==> config.mk <==
export PLATFORM = sky130hd
export DESIGN_NAME = ps2_rx_fifo
export DESIGN_NICKNAME = d
export VERILOG_FILES = /design/src/rtl/ps2_rx_fifo.sv
export SDC_FILE = /design/constraint.sdc
export NUM_CORES = 1
export LEC_CHECK = 0
export ABC_AREA = 1
export BUFFER_PORTS_ARGS = -buffer_cell sky130_fd_sc_hd__buf_2
export CAP_MARGIN = 10
export CORE_MARGIN = 2
export CORE_UTILIZATION = 61
export DETAILED_ROUTE_END_ITERATION = 8
export GPL_TIMING_DRIVEN = 0
export PLACE_DENSITY = 0.87
export SLEW_MARGIN = 10
export SYNTH_ARGS = -nofsm -noshare
export SYNTH_HDL_FRONTEND = slang
export SYNTH_SLANG_ARGS = --single-unit
==> constraint.sdc <==
create_clock -name clk -period 3.05 [get_ports clk]
set_clock_uncertainty 0.15 [all_clocks]
set_input_delay 0.305 -clock clk [delete_from_list [all_inputs] [get_ports clk]]
set_output_delay 0.305 -clock clk [all_outputs]
set_load 0.05 [all_outputs]
==> src/rtl/ps2_rx_fifo.sv <==
// PS/2 receiver: synchronise/filter kclk+kdata, frame decode on filtered kclk falls, byte FIFO + keycode history.
// Optional macro PS2_PARITY_CHECK_EN enables odd-parity rejection (parity_err); otherwise parity is ignored.
module ps2_rx_fifo #(
   parameter int unsigned FILTER_LEN     = 76,
   parameter int unsigned TIMEOUT_CYCLES = 200000,
   parameter int unsigned FIFO_DEPTH     = 16,
   parameter int unsigned HIST_BYTES     = 2
) (
   input  logic                              clk,
   input  logic                              rstn,
   input  logic                              kclk,
   input  logic                              kdata,
   output logic [7:0]                        data,
   output logic                              data_valid,
   input  logic                              data_ready,
   output logic [$clog2(FIFO_DEPTH+1)-1:0]   fifo_count,
   output logic [8*HIST_BYTES-1:0]           keycode,
   output logic                              keycode_valid,
   output logic                              parity_err,
   output logic                              frame_err,
   output logic                              timeout_err,
   output logic                              overflow,
   input  logic                              clear_err
);

   localparam int unsigned FCW = $clog2(FILTER_LEN + 1);
   localparam int unsigned TCW = $clog2(TIMEOUT_CYCLES + 1);
   localparam int unsigned PW  = $clog2(FIFO_DEPTH);
   localparam int unsigned CW  = $clog2(FIFO_DEPTH + 1);

   typedef enum logic [1:0] {S_IDLE, S_DATA, S_PARITY, S_STOP} state_t;

   // ---------------- synchroniser and filter (index 0 = kclk, 1 = kdata)
   logic [1:0]          kclk_sync_q, kdata_sync_q;
   logic [1:0]          raw;
   logic [1:0]          filt_q, filt_d;
   logic [1:0][FCW-1:0] fcnt_q, fcnt_d;
   logic                fall_q;

   always_ff @(posedge clk or negedge rstn) begin
      if (!rstn) begin
         kclk_sync_q  <= '1;
         kdata_sync_q <= '1;
      end else begin
         kclk_sync_q  <= {kclk_sync_q[0], kclk};
         kdata_sync_q <= {kdata_sync_q[0], kdata};
      end
   end

   assign raw = {kdata_sync_q[1], kclk_sync_q[1]};

   // Output flips only after FILTER_LEN consecutive differing cycles; any agreement restarts the count.
   always_comb begin
      filt_d = filt_q;
      fcnt_d = '0;
      for (int unsigned i = 0; i < 2; i++) begin
         if (raw[i] != filt_q[i]) begin
            if (fcnt_q[i] == FCW'(FILTER_LEN - 1)) filt_d[i] = raw[i];
            else                                    fcnt_d[i] = fcnt_q[i] + 1'b1;
         end
      end
   end

   always_ff @(posedge clk or negedge rstn) begin
      if (!rstn) begin
         filt_q <= '1;
         fcnt_q <= '0;
         fall_q <= 1'b0;
      end else begin
         filt_q <= filt_d;
         fcnt_q <= fcnt_d;
         fall_q <= filt_q[0] & ~filt_d[0];
      end
   end

   // ---------------- frame FSM
   state_t         state_q, state_d;
   logic [7:0]     shift_q, shift_d;
   logic [2:0]     bitidx_q, bitidx_d;
   logic [TCW-1:0] tcnt_q, tcnt_d;
   logic           push_q, push_d;
   logic [7:0]     byte_q, byte_d;
   logic           perr_q, perr_d;
   logic           ferr_q, ferr_d;
   logic           terr_q, terr_d;
   logic           kdata_f;
`ifdef PS2_PARITY_CHECK_EN
   logic           par_q, par_d;
`endif

   assign kdata_f = filt_q[1];

   always_comb begin
      state_d  = state_q;
      shift_d  = shift_q;
      bitidx_d = bitidx_q;
      byte_d   = byte_q;
      push_d   = 1'b0;
      perr_d   = 1'b0;
      ferr_d   = 1'b0;
      terr_d   = 1'b0;
`ifdef PS2_PARITY_CHECK_EN
      par_d    = par_q;
`endif
      tcnt_d   = (state_q == S_IDLE || fall_q) ? '0 : tcnt_q + 1'b1;

      if (fall_q) begin
         unique case (state_q)
            S_IDLE: begin
               if (!kdata_f) begin
                  state_d  = S_DATA;
                  bitidx_d = '0;
               end else begin
                  ferr_d = 1'b1;
               end
            end
            S_DATA: begin
               shift_d  = {kdata_f, shift_q[7:1]};
               bitidx_d = bitidx_q + 1'b1;
               if (bitidx_q == 3'd7) state_d = S_PARITY;
            end
            S_PARITY: begin
`ifdef PS2_PARITY_CHECK_EN
               par_d = kdata_f;
`endif
               state_d = S_STOP;
            end
            S_STOP: begin
               state_d = S_IDLE;
               byte_d  = shift_q;
               if (!kdata_f) ferr_d = 1'b1;
`ifdef PS2_PARITY_CHECK_EN
               else if (!(^{shift_q, par_q})) perr_d = 1'b1;
`endif
               else push_d = 1'b1;
            end
            default: state_d = S_IDLE;
         endcase
      end else if (state_q != S_IDLE && tcnt_d == TCW'(TIMEOUT_CYCLES)) begin
         state_d = S_IDLE;
         terr_d  = 1'b1;
         tcnt_d  = '0;
      end
   end

   always_ff @(posedge clk or negedge rstn) begin
      if (!rstn) begin
         state_q  <= S_IDLE;
         shift_q  <= '0;
         bitidx_q <= '0;
         tcnt_q   <= '0;
         push_q   <= 1'b0;
         byte_q   <= '0;
         perr_q   <= 1'b0;
         ferr_q   <= 1'b0;
         terr_q   <= 1'b0;
`ifdef PS2_PARITY_CHECK_EN
         par_q    <= 1'b0;
`endif
      end else begin
         state_q  <= state_d;
         shift_q  <= shift_d;
         bitidx_q <= bitidx_d;
         tcnt_q   <= tcnt_d;
         push_q   <= push_d;
         byte_q   <= byte_d;
         perr_q   <= perr_d;
         ferr_q   <= ferr_d;
         terr_q   <= terr_d;
`ifdef PS2_PARITY_CHECK_EN
         par_q    <= par_d;
`endif
      end
   end

   assign parity_err  = perr_q;
   assign frame_err   = ferr_q;
   assign timeout_err = terr_q;

   // ---------------- keycode history
   logic [8*HIST_BYTES-1:0] keycode_q, keycode_d;
   logic                    kvalid_q;

   generate
      if (HIST_BYTES == 1) begin : g_hist1
         always_comb keycode_d = push_q ? byte_q : keycode_q;
      end else begin : g_histn
         always_comb keycode_d = push_q ? {keycode_q[8*HIST_BYTES-9:0], byte_q} : keycode_q;
      end
   endgenerate

   always_ff @(posedge clk or negedge rstn) begin
      if (!rstn) begin
         keycode_q <= '0;
         kvalid_q  <= 1'b0;
      end else begin
         keycode_q <= keycode_d;
         kvalid_q  <= push_q;
      end
   end

   assign keycode       = keycode_q;
   assign keycode_valid = kvalid_q;

   // ---------------- byte FIFO
   logic [7:0]    mem_q [FIFO_DEPTH];
   logic [PW-1:0] wr_q, rd_q;
   logic [CW-1:0] cnt_q;
   logic          ovf_q;
   logic          empty, full, do_pop, do_push, drop;

   assign empty   = (cnt_q == '0);
   assign full    = (cnt_q == CW'(FIFO_DEPTH));
   assign do_pop  = !empty && data_ready;
   // When full, a simultaneous pop frees the slot being written, so the push still lands.
   assign do_push = push_q && (!full || do_pop);
   assign drop    = push_q && full && !do_pop;

   always_ff @(posedge clk) begin
      if (do_push) mem_q[wr_q] <= byte_q;
   end

   always_ff @(posedge clk or negedge rstn) begin
      if (!rstn) begin
         wr_q  <= '0;
         rd_q  <= '0;
         cnt_q <= '0;
         ovf_q <= 1'b0;
      end else begin
         if (do_push) wr_q <= wr_q + 1'b1;
         if (do_pop)  rd_q <= rd_q + 1'b1;
         unique case ({do_push, do_pop})
            2'b10:   cnt_q <= cnt_q + 1'b1;
            2'b01:   cnt_q <= cnt_q - 1'b1;
            default: cnt_q <= cnt_q;
         endcase
         if (drop)           ovf_q <= 1'b1;
         else if (clear_err) ovf_q <= 1'b0;
      end
   end

   assign data       = empty ? 8'h00 : mem_q[rd_q];
   assign data_valid = !empty;
   assign fifo_count = cnt_q;
   assign overflow   = ovf_q;

endmodule
[After elaboration in Yosys (flattened, before gate mapping)]
Memories as Yosys holds them, arrays and structs flattened.
Cells that the tools add are included.
Operators by class
  add/sub/neg operators: 8
  reductions and logical operators: 22
  muxes and demuxes: 30
  eq/ne operators: 15
  bitwise logic cells: 2
Operators with widths (count)
  $mux W18: 3
  $mux W7: 4
  $add A18 B1 Y18 const B: 1
  $eq A18 B18 Y1 const B: 1
  $add A7 B1 Y7 const B: 2
  $eq A7 B7 Y1 const B: 2
  $mux W1: 13
  $pmux W5 S2: 1
  $reduce_bool A2 Y1: 5
  $add A4 B1 Y4 const B: 2
  $mux W2: 4
  $mux W8: 1
  $pmux W2 S4: 1
  $eq A2 B2 Y1 const B: 3
  $ne A3 B3 Y1 const B: 2
  $pmux W3 S2: 1
  $reduce_and A2 Y1: 3
  $reduce_and A3 Y1: 2
  $add A5 B1 Y5 const B: 1
  $eq A5 B5 Y1 const B: 1
  $logic_and A1 B1 Y1: 5
  $logic_not A5 Y1: 1
  $sub A5 B1 Y5 const B: 1
  $eq A2 B1 Y1 const B: 2
  11 further kinds: 15
Word-level totals
  memories: 1
  register bits after elaboration: 94
  logic and storage cells: 99
  input port bits: 6
  memory bits (writable): 128
Memory list
  mem_q: depth 16, bits a word 8, rd ports 1, clocked after memory_dff 0, write ports 1, line 206  | logic [7:0] mem_q [FIFO_DEPTH];

[Depth between registers and ports, before layout]
Gate-level depths: netlist (run 1).
  depth in word-level cells: 7
  mapped depth: 15
  mapped depth without buffers: 15

[Worst setup path after synthesis (run 1)]
Ideal clock, no wire load.
  path kind: flip-flop to flip-flop
  start point: register cnt_q[0], in the netlist fifo_count[0]
  end point: register cnt_q[4], in the netlist fifo_count[4]
  required time: 2769 ps
  period minus slack after synthesis: 3189 ps
  path buffers: 0
  arrival: 2908 ps
  setup slack: -139 ps
  stages on the path, launching flop included: 16
  cell sequence: dfrtp_1 nor2_1 nand3_1 nor2_2 inv_1 nand2_1 inv_1 ha_1 fa_1 a21oi_1 nor2_1 nor2_1 inv_1 a21oi_1 o21ai_0 xor2_1
On the way
  cells in the longest elaborated chain, start to end: 7
  elaborated cells on any way between the ends: 13
  classes of those cells: 2 x add/sub; 3 x eq/ne; 1 x mux; 7 x reduce/logical
Ends and longest elaborated chain
  start, declared: line 208  | logic [CW-1:0] cnt_q;
  start signal, assigned: line 233  | 2'b10: cnt_q <= cnt_q + 1'b1;
  start signal, assigned: line 234  | 2'b01: cnt_q <= cnt_q - 1'b1;
  start signal, assigned: line 235  | default: cnt_q <= cnt_q;
  $logic_not A5 Y1 (*): line 212  | assign empty = (cnt_q == '0);
  $logic_not A1 Y1 (*)
  via data_valid: line 14  | output logic data_valid,
  $logic_and A1 B1 Y1 (*): line 214  | assign do_pop = !empty && data_ready;
  $logic_or A1 B1 Y1: line 216  | assign do_push = push_q && (!full || do_pop);
  $logic_and A1 B1 Y1: line 216
  $eq A2 B1 Y1 / $eq A2 B2 Y1 (equally long branches): line 232  | unique case ({do_push, do_pop})
  $pmux W5 S2 / $reduce_bool A2 Y1 (equally long branches)
Mark *: on every way through the listed nets, which the timed path passes. The rest lies on a longest branch.
A chain may end at the register's enable or synchronous reset.

[Worst setup path after layout (run 1)]
  start point: register rd_q[1]
  end point: output port data[4]
On the way
  cells in the longest elaborated chain, start to end: 2
Ends and longest elaborated chain
  start, declared: line 207  | logic [PW-1:0] wr_q, rd_q;
  start signal, assigned: line 231  | if (do_pop) rd_q <= rd_q + 1'b1;
  $mem_v2 Z16 W8
  $mux W8: line 242  | assign data = empty ? 8'h00 : mem_q[rd_q];
  end, declared: line 13  | output logic [7:0] data,
Every way passes these cells.

==> impl_metrics.env, run 1 <==
export IMPL_wl_per_cell_um=19.6
export IMPL_diodes=0
export IMPL_ys_seq_area_frac=0.659
export IMPL_status="completed"
export IMPL_irDropWorstVdd_mv=0.954
export IMPL_yosys_area_top_type="edfxtp_1"
export IMPL_synth_cell_types=35
export IMPL_clkTransAtPathRegs_ns=0.06
export IMPL_p_int_uw=5700
export IMPL_clk_latency_ns=0.51
export IMPL_arrival_ns=2.59
export IMPL_synth_mux_area_frac=0.00120
export IMPL_vias=6980
export IMPL_critPathSlowestCell="dfrtp_1"
export IMPL_path_max_fanout=10
export IMPL_dp_hpwl_um=14200
export IMPL_rows=45
export IMPL_worstSetupStartpoint="rd_q[1]$_DFFE_PN0N_"
export IMPL_nFillCells=976
export IMPL_hold_viol=0
export IMPL_p_leak_uw=0.00465
export IMPL_yosysTopAreaCellShare=0.408
export IMPL_hp_start="kdata_sync_q[0]$_DFF_PN1_"
export IMPL_synth_top_family_by_area="simple AND/OR/NAND/NOR gates"
export IMPL_dieArea_sq_um=16400
export IMPL_port_buffers=39
export IMPL_core_area_sq_um=15100
export IMPL_slew_viol_final=0
export IMPL_crit_buf_inv=2
export IMPL_cts_sinks=222
export IMPL_p_per_area_nw_per_um2=832
export IMPL_path_depth=6
export IMPL_cpMostUsedCell="o21ai_0"
export IMPL_grt_pass1_vias=6834
export IMPL_synth_edf_count=128
export IMPL_cap_violations=0
export IMPL_ys_ff_latch=222
export IMPL_reg2reg_slack_ns=0.19
export IMPL_power_frac_comb=0.331
export IMPL_cts_buffers=22
export IMPL_end_kind="primary output"
export IMPL_multiInputGateArea_sq_um=2820
export IMPL_tightest_slew_ns=0.926
export IMPL_h_tree_depth=1
export IMPL_register_area_sq_um=6210
export IMPL_syn_cell_area_sq_um=9410
export IMPL_fin_nets=965
export IMPL_clockPowerShare=0.298
export IMPL_critPathTopFamily="compound AO/OA/AOI/OAI gates"
export IMPL_p_seq_frac=0.371
export IMPL_critPathLaunchType="flip-flop"
export IMPL_first_iter_violations=875
export IMPL_antenna_found_initial=0
export IMPL_synth_ff_type="edfxtp_1"
export IMPL_grt_pass1_wl_um=35000
export IMPL_die_height_um=128
export IMPL_layout_drive_gt1_share=0.150
export IMPL_p_sw_frac=0.365
export IMPL_p_sw_uw=3280
export IMPL_synth_nets=895
export IMPL_synth_compound_area_frac=0.105
export IMPL_synth_simple_area_share=0.148
export IMPL_async_flop_share=0.423
export IMPL_die_w_um=128
export IMPL_setup_viol=0
export IMPL_dr_pass1_iters=8
export IMPL_syn_area_per_cell_sq_um=10.8
export IMPL_cts_path_max_buffers=3
export IMPL_whs_ns=0.200
export IMPL_rsz0062_at_grt="yes"
export IMPL_syn_to_final_growth_pct=14.8
export IMPL_gp_congestion=0.914
export IMPL_max_freq_mhz=329
export IMPL_crit_type="flip-flop to primary output"
export IMPL_crit_chain="clkbuf_1, o21ai_0, o22ai_1, o21ai_0, a21oi_2, buf_6"
export IMPL_synth_xor_area_frac=0.0112
export IMPL_cts_root_buf="clkbuf_16"
export IMPL_hold_path_class="flip-flop to flip-flop"
export IMPL_final_min_clock_period_ns=3.04
export IMPL_grt_start_max_net_pins=50
export IMPL_synth_cells=870
export IMPL_wirelength_um=22500
export IMPL_drc=0
export IMPL_finalCritPeriodShare=0.997
export IMPL_grt_use_total=0.277
export IMPL_synthAdderAreaFrac=0.0261
export IMPL_ys_warn_count=0
export IMPL_slew_headroom=0.380
export IMPL_synth_area_leaders="edfxtp_1 41%, dfrtp_1 23%, o21ai_0 5.7%, nor2_1 5.4%, nand2_1 4.3%"
export IMPL_r2r_end="fifo_count[4]$_DFFE_PN0P_"
export IMPL_tritoncts="done"
export IMPL_reg2reg_from="push_q$_DFF_PN0_"
export IMPL_r2r_cells=13
export IMPL_viasPerCell=6.10
export IMPL_cp_required_ns=2.59
export IMPL_finalPower_uw=8990
export IMPL_overflow=0
export IMPL_start_util=0.621
export IMPL_crit_end="data[4]"
export IMPL_pin_count=41
export IMPL_crit_path_max_incr_delay_ns=0.60
export IMPL_ant_nets=0
## logic make-up after synthesis
group                      after synthesis
xor gates and xnor gates                12
muxes                                    1
AOI/OAI and AO/OA                      173
adders and majority gates               19
and+or+nand+nor                        325
other                                    1
buffers and inverters                  117
DFF                                    222
## metal layers
layer / share of wire / GRT usage / routed length (um) / up-vias
li1: - / - / - / 3132
met1: 0.37 / 0.348 / 8360 / 3340
met2: 0.49 / 0.470 / 11100 / 408
met3: 0.083 / 0.0534 / 1870 / 100
met4: 0.051 / 0.126 / 1140 / 0
met5: 0 / 0 / 0 / -
## cells in the mapped netlist, drive strengths merged, types with 5 or more instances
master  count
nor3        7
ha         18
xor2        7
a21oi      23
xnor2       5
buf        10
o221ai     24
nor2      148
dfrtp      88
o22ai       9
nand2     112
inv        85
clkbuf     21
dfstp       6
nand4      10
edfxtp    128
nand3      46
o21ai     108
o21bai      5
## worst min path at each step
| stage | to | slack [ns] | cells past startpoint |
|---|---|---|---|
| 3_3_place_gp | kdata_sync_q[1]$_DFF_PN1_ | 0.20 | 0 |
| 2_1_floorplan | bitidx_q[0]$_DFFE_PN0P_ | -0.14 | 0 |
| 4_1_cts | kdata_sync_q[1]$_DFF_PN1_ | 0.20 | 0 |
| 3_5_place_dp | kdata_sync_q[1]$_DFF_PN1_ | 0.20 | 0 |
| 5_1_grt | kdata_sync_q[1]$_DFF_PN1_ | 0.21 | 0 |
| 6_report | kdata_sync_q[1]$_DFF_PN1_ | 0.20 | 0 |
## cell type report
class                   count  area share
inverters                  86      0.0305
plain buffers              31      0.0168
well taps                 188      0.0218
multi-input cells         531       0.261
clock inverters             6     0.00567
repair buffers             46      0.0288
clock buffers              34      0.0608
flip-flops and latches    222       0.575
## power by group through the flow
| stage | clock [uW] | combinational (uW) | sequential, uW |
|---|---|---|---|
| 2_1_floorplan | 0 | 1700 | 3480 |
| 3_3_place_gp | 0 | 2460 | 3380 |
| 3_5_place_dp | 0 | 2570 | 3390 |
| 4_1_cts | 2680 | 2740 | 3330 |
| 5_1_grt | 2790 | 3130 | 3340 |
| 6_report | 2680 | 2980 | 3340 |
## flip-flops by register name (all words and copies together) (netlist names), 2 cells and up
register,count
bitidx_q,3
byte_q,8
fcnt_q,14
fifo_count,5
filt_q,2
kclk_sync_q,2
kdata_sync_q,2
keycode,16
mem_q,128
rd_q,4
shift_q,8
state_q,2
tcnt_q,18
wr_q,4
## stage by stage
stage                     setup slack (ns)  instances  setup TNS, ns  cell area [sq um]  utilization
after global routing               -0.0198       1144        -0.0198              10800        0.714
after global placement               0.161       1097              0               9860        0.651
final                              0.00786       1144              0              10800        0.714
after floorplan                     0.0373        870              0               9430            -
after CTS                           0.0430       1143              0              10700        0.707
after detailed placement             0.120       1098              0               9890        0.653
## cell usage in the layout, fill, tap and decap left out, types with 3 or more instances in the layout
master	n
nor2_4	6
nand4_1	10
nand2_2	5
buf_4	7
edfxtp_1	128
clkinvlp_4	4
nand2_1	107
nor2_2	7
a21oi_1	20
dlygate4sd3_1	5
ha_1	17
o221ai_1	20
xnor2_1	5
clkbuf_2	10
o21ai_0	107
inv_1	81
nor2_1	135
nand3_1	44
buf_2	34
clkbuf_8	4
xor2_1	7
nor3_1	6
a21oi_2	3
dfstp_2	6
dfrtp_1	84
clkbuf_16	23
dfrtp_2	4
clkbuf_1	17
o21bai_1	5
o22ai_1	7
o221ai_2	4
buf_6	8
## what timing repair did
item / in CTS / in global routing
gates resized for setup: 21 / 31
buffers inserted: 0 / 1
hold buffers: 5 / 0
setup endpoints to repair: 8 / 10
pin swaps: 3 / 5
hold endpoints to repair: 46 / 0
No activity file was read; power rests on OpenSTA's default activity.
==> inputs of run 2 (changes only) <==
- CELL_PAD_IN_SITES_DETAIL_PLACEMENT: not set -> 1
- CELL_PAD_IN_SITES_GLOBAL_PLACEMENT: not set -> 1
- CORE_UTILIZATION: 61 -> 49
- CTS_CLUSTER_SIZE: not set -> 25
==> run 2 against run 1 <==
Against the previous run:
- first-iteration DRC count is 42% lower
- non-clock buffer count is 3 higher
- clock-buffer cell count is 5 lower
- routed wire length is 18% higher
- sequential power hardly changed
- power is 4.6% higher
- setup slack better by 0.026 ns
- combinational power is 4% higher
- critical endpoint is now data[5]
- critical path depth is 3 higher
==> impl_metrics.env, run 2 (synthesis gave the netlist of run 1 again) <==
export IMPL_slew_headroom=0.407
export IMPL_drc=0
export IMPL_irDropWorstVdd_mv=0.520
export IMPL_p_per_area_nw_per_um2=853
export IMPL_hold_path_class="flip-flop to flip-flop"
export IMPL_tritoncts="done"
export IMPL_pin_count=41
export IMPL_arrival_ns=2.56
export IMPL_cts_path_max_buffers=3
export IMPL_crit_end="data[5]"
export IMPL_wl_per_cell_um=22.3
export IMPL_vias=6915
export IMPL_antenna_found_initial=0
export IMPL_grt_pass1_wl_um=41700
export IMPL_wirelength_um=26600
export IMPL_finalPower_uw=9400
export IMPL_critPathLaunchType="flip-flop"
export IMPL_tightest_slew_ns=0.886
export IMPL_status="completed"
export IMPL_ant_nets=0
export IMPL_gp_congestion=0.827
export IMPL_hp_start="kdata_sync_q[0]$_DFF_PN1_"
export IMPL_reg2reg_slack_ns=0.22
export IMPL_first_iter_violations=508
export IMPL_hold_viol=0
export IMPL_largest_register="mem_q"
export IMPL_clkTransAtPathRegs_ns=0.08
export IMPL_reg2reg_from="fifo_count[1]$_DFFE_PN0P_"
export IMPL_p_int_uw=5910
export IMPL_start_util=0.501
export IMPL_fin_ws_ns=0.0342
export IMPL_p_seq_frac=0.355
export IMPL_overflow=0
export IMPL_port_buffers=39
export IMPL_end_kind="primary output"
export IMPL_fin_nets=969
export IMPL_cts_buffers=23
export IMPL_slew_viol_final=0
export IMPL_p_leak_uw=0.00472
export IMPL_cts_sinks=222
export IMPL_crit_type="flip-flop to primary output"
export IMPL_setup_viol=0
export IMPL_clk_latency_ns=0.53
export IMPL_final_cell_mix="134 x nor2_1, 128 x edfxtp_1, 107 x nand2_1"
export IMPL_path_max_fanout=10
export IMPL_dr_pass1_iters=5
export IMPL_p_sw_frac=0.372
export IMPL_clockPowerShare=0.317
export IMPL_dpl_worst_slack_ns=-0.138
export IMPL_grt_pass1_vias=7609
export IMPL_die_w_um=143
export IMPL_dp_hpwl_um=17200
export IMPL_finalCritPeriodShare=0.989
export IMPL_cap_violations=0
export IMPL_worstSetupStartpoint="rd_q[0]$_DFFE_PN0N_"
export IMPL_max_freq_mhz=332
export IMPL_core_area_sq_um=18800
export IMPL_viasPerCell=5.79
export IMPL_r2r_cells=15
export IMPL_power_frac_comb=0.329
export IMPL_grt_use_total=0.272
export IMPL_final_min_clock_period_ns=3.02
export IMPL_h_tree_depth=1
export IMPL_p_sw_uw=3500
export IMPL_rows=50
export IMPL_layout_commonest_cell="nor2_1"
export IMPL_die_height_um=143
export IMPL_largest_register_ffs=128
export IMPL_grt_start_max_net_pins=55
export IMPL_syn_to_final_growth_pct=17.1
export IMPL_dieArea_sq_um=20300
export IMPL_cts_root_buf="clkbuf_16"
export IMPL_diodes=0
export IMPL_r2r_end="fifo_count[4]$_DFFE_PN0P_"
export IMPL_finalSetupTns_ns=0
export IMPL_layout_drive_gt1_share=0.170
export IMPL_cp_required_ns=2.59
[run 2: changes by cell type in the layout (fill, tap and decap cells not counted), moves of 2 or more]
| cell | before | now |
|---|---|---|
| clkbuf_1 | 17 | 9 |
| buf_4 | 7 | 12 |
| inv_6 | 0 | 3 |
| clkbuf_16 | 23 | 25 |
| clkbuf_4 | 2 | 4 |
| clkbuf_8 | 4 | 2 |
| clkinv_2 | 1 | 3 |
| inv_4 | 1 | 3 |
| nand3_1 | 44 | 42 |
| nand3_2 | 2 | 4 |
| o21ai_0 | 107 | 105 |
| o21ai_1 | 1 | 3 |
| o221ai_1 | 20 | 18 |
| o221ai_2 | 4 | 6 |
[run 2: routing by layer]
metal	GRT usage	vias to the layer above	share of wire
met5	0	-	0
met4	0.0974	0	0.032
met3	0.0296	56	0.045
met2	0.502	207	0.53
met1	0.330	3519	0.39
li1	-	3133	-
[run 2: power groups by stage]
stage	clock, uW	sequential [uW]	combinational [uW]
after floorplan	0	3480	1700
after global placement	0	3380	2530
after detailed placement	0	3390	2670
after CTS	2990	3330	2890
after global routing	3100	3340	3290
final	2980	3340	3090
[run 2: worst max-delay path, cell delays in order (launching register included)]
cell and delay (ns):
dfrtp_2 0.45, clkbuf_4 0.21, inv_2 0.08, buf_6 0.16, buf_6 0.17, o21ai_0 0.10, o221ai_1 0.29, nand3_2 0.17
a21oi_2 0.17, buf_4 0.21
[run 2: how the worst min path moves through the flow]
stage | slack (ns) | depth (start not counted) | to
after floorplan | -0.14 | 0 | bitidx_q[0]$_DFFE_PN0P_
after global placement | 0.20 | 0 | kdata_sync_q[1]$_DFF_PN1_
after detailed placement | 0.20 | 0 | kdata_sync_q[1]$_DFF_PN1_
after CTS | 0.21 | 0 | kdata_sync_q[1]$_DFF_PN1_
after global routing | 0.21 | 0 | kclk_sync_q[1]$_DFF_PN1_
final | 0.21 | 0 | kdata_sync_q[1]$_DFF_PN1_
[run 2: layout make-up]
cell class / count / area, sq um
inverters: 86 / 337
multi-input cells: 531 / 2870
well taps: 234 / 293
flip-flops and latches: 222 / 6210
plain buffers: 30 / 190
fillers: 1996 / 7740
clock buffers: 29 / 664
repair buffers: 50 / 333
clock inverters: 13 / 133
[run 2: through the flow]
stage	utilization	hold slack, ns	cell area [sq um]	std cells
floorplan	-	-0.141	9430	870
global placement	0.529	0.198	9920	1143
detailed placement	0.530	0.197	9940	1144
CTS	0.580	0.206	10900	1193
global route	0.587	0.213	11000	1195
finish	0.587	0.207	11000	1195
[run 2: repair_timing]
| item | 4_1_cts | 5_1_grt |
|---|---|---|
| buffers inserted | 1 | 3 |
| setup endpoints to repair | 9 | 9 |
| pin swaps | 3 | 8 |
| resized for setup | 33 | 36 |
| hold buffers | 6 | 0 |
| hold endpoints to repair | 51 | 0 |
==> inputs of run 3 (changes only) <==
- ABC_CLOCK_PERIOD_IN_PS: not set -> 3050
- RECOVER_POWER: not set -> 100
==> run 3 against run 2 <==
Against the previous run:
- sequential power barely moved
- sequential cell count did not move
- via count fell by 0.36%
- non-clock buffer count did not move
- utilization fell by 0.31 points
- clock power barely moved
- register-to-register slack barely moved
- maximum frequency rose by 0.27%
- setup slack improved by 0.0082 ns
- design area fell by 0.53%
- largest cell class unchanged
- largest power group unchanged
- highest routed layer unchanged
==> impl_metrics.env, run 3 (synthesis gave the netlist of run 1 again) <==
export IMPL_dr_pass1_iters=5
export IMPL_clockPowerShare=0.316
export IMPL_cts_sinks=222
export IMPL_start_util=0.501
export IMPL_cts_path_max_buffers=3
export IMPL_rows=50
export IMPL_fin_nets=969
export IMPL_critPathSlowestCell="dfrtp_2"
export IMPL_first_iter_violations=560
export IMPL_crit_chain="clkbuf_4, inv_2, buf_6, buf_6, o21ai_0, o221ai_1, nand3_2, a21oi_2, buf_4"
export IMPL_largest_register="mem_q"
export IMPL_power_frac_comb=0.327
export IMPL_ant_nets=0
export IMPL_dp_hpwl_um=17200
export IMPL_slew_viol_final=0
export IMPL_syn_to_final_growth_pct=16.5
export IMPL_pin_count=41
export IMPL_p_seq_frac=0.356
export IMPL_p_per_area_nw_per_um2=855
export IMPL_layout_commonest_cell="nor2_1"
export IMPL_slew_headroom=0.104
export IMPL_core_area_sq_um=18800
export IMPL_wirelength_um=26500
export IMPL_critPathTopFamily="buffers and inverters"
export IMPL_grt_pass1_wl_um=41700
export IMPL_diodes=0
export IMPL_final_cell_mix="134 x nor2_1, 128 x edfxtp_1, 107 x nand2_1"
export IMPL_hold_path_class="flip-flop to flip-flop"
export IMPL_clkTransAtPathRegs_ns=0.07
export IMPL_tightest_slew_ns=1.34
export IMPL_dieArea_sq_um=20300
export IMPL_p_int_uw=5890
export IMPL_cp_required_ns=2.59
export IMPL_reg2reg_slack_ns=0.22
export IMPL_viasPerCell=5.77
export IMPL_cap_violations=0
export IMPL_hold_viol=0
export IMPL_largest_register_ffs=128
export IMPL_end_kind="primary output"
export IMPL_cts_buffers=23
export IMPL_cpMostUsedCell="buf_6"
export IMPL_irDropWorstVdd_mv=0.509
export IMPL_h_tree_depth=1
export IMPL_die_w_um=143
export IMPL_crit_path_max_incr_delay_ns=0.45
export IMPL_grt_pass1_vias=7609
export IMPL_port_buffers=39
export IMPL_vias=6890
export IMPL_critPathLaunchType="flip-flop"
export IMPL_crit_type="flip-flop to primary output"
export IMPL_whs_ns=0.206
export IMPL_drc=0
export IMPL_setup_viol=0
export IMPL_p_sw_frac=0.371
export IMPL_clk_latency_ns=0.53
export IMPL_layout_drive_gt1_share=0.138
export IMPL_antenna_found_initial=0
export IMPL_utilization=0.584
export IMPL_arrival_ns=2.55
export IMPL_grt_use_total=0.272
export IMPL_final_min_clock_period_ns=3.01
export IMPL_finalCritPeriodShare=0.986
export IMPL_path_max_fanout=10
export IMPL_tritoncts="done"
export IMPL_status="completed"
export IMPL_p_leak_uw=0.00461
export IMPL_overflow=0
export IMPL_p_sw_uw=3480
export IMPL_gp_congestion=0.827
export IMPL_crit_buf_inv=5
export IMPL_max_freq_mhz=332
export IMPL_grt_start_max_net_pins=55
export IMPL_die_height_um=143
export IMPL_wl_per_cell_um=22.2
export IMPL_cts_root_buf="clkbuf_16"
run 3: cell count changes in the layout (fill, tap and decap cells not counted), sizes merged:
cell / delta
buf: -29
clkbuf: +29
run 3: final timing paths:
kind | end | depth (start not counted) | startpoint
setup / recovery | data[5] | 9 | rd_q[0]$_DFFE_PN0N_
hold / removal | kdata_sync_q[1]$_DFF_PN1_ | 0 | kdata_sync_q[0]$_DFF_PN1_
setup reg to reg | fifo_count[4]$_DFFE_PN0P_ | 15 | fifo_count[1]$_DFFE_PN0P_
hold reg to reg | kdata_sync_q[1]$_DFF_PN1_ | 0 | kdata_sync_q[0]$_DFF_PN1_
max in group asynchronous | rd_q[0]$_DFFE_PN0N_ | 3 | rstn
min in group asynchronous | tcnt_q[0]$_DFF_PN0_ | 2 | rstn
run 3: cell type report:
type                    instances  area, sq um
fillers                      2002         7800
flip-flops and latches        222         6210
multi-input cells             531         2860
clock buffers                  29          664
inverters                      86          334
well taps                     234          293
repair buffers                 50          283
plain buffers                  30          189
clock inverters                13          133
run 3: power groups by stage:
stage                     logic [uW]  registers (uW)  clock network (uW)
after floorplan                 1700            3480                   0
after global placement          2530            3380                   0
after detailed placement        2670            3390                   0
after CTS                       2890            3330                2990
after global routing            3280            3350                3100
final                           3070            3340                2970
run 3: repair_timing:
item / in CTS / in global routing
hold buffers: 6 / 0
endpoints found under the hold margin: 51 / 0
pin swaps: 3 / 8
setup buffers: 1 / 3
gates resized for setup: 33 / 36
endpoints found under the setup margin: 9 / 9
gates cloned: 0 / 0
run 3: per-stage QoR:
step,area (sq um),setup slack [ns],setup TNS (ns),power [uW],instances
6_report,11000,0.0424,0,9370,1195
5_1_grt,11000,-0.00805,-0.0189,9720,1195
4_1_cts,10900,0.0115,0,9210,1193
3_5_place_dp,9940,-0.138,-0.138,6060,1144
3_3_place_gp,9920,-0.0367,-0.0367,5910,1143
2_1_floorplan,9430,0.0373,0,5180,870
run 3: layer usage:
metal  GRT usage  wire length (um)  share of wire
met4      0.0974               850          0.032
met2       0.502             14100           0.53
met3      0.0296              1320          0.050
met1       0.330             10200           0.39
met5           0                 0              0
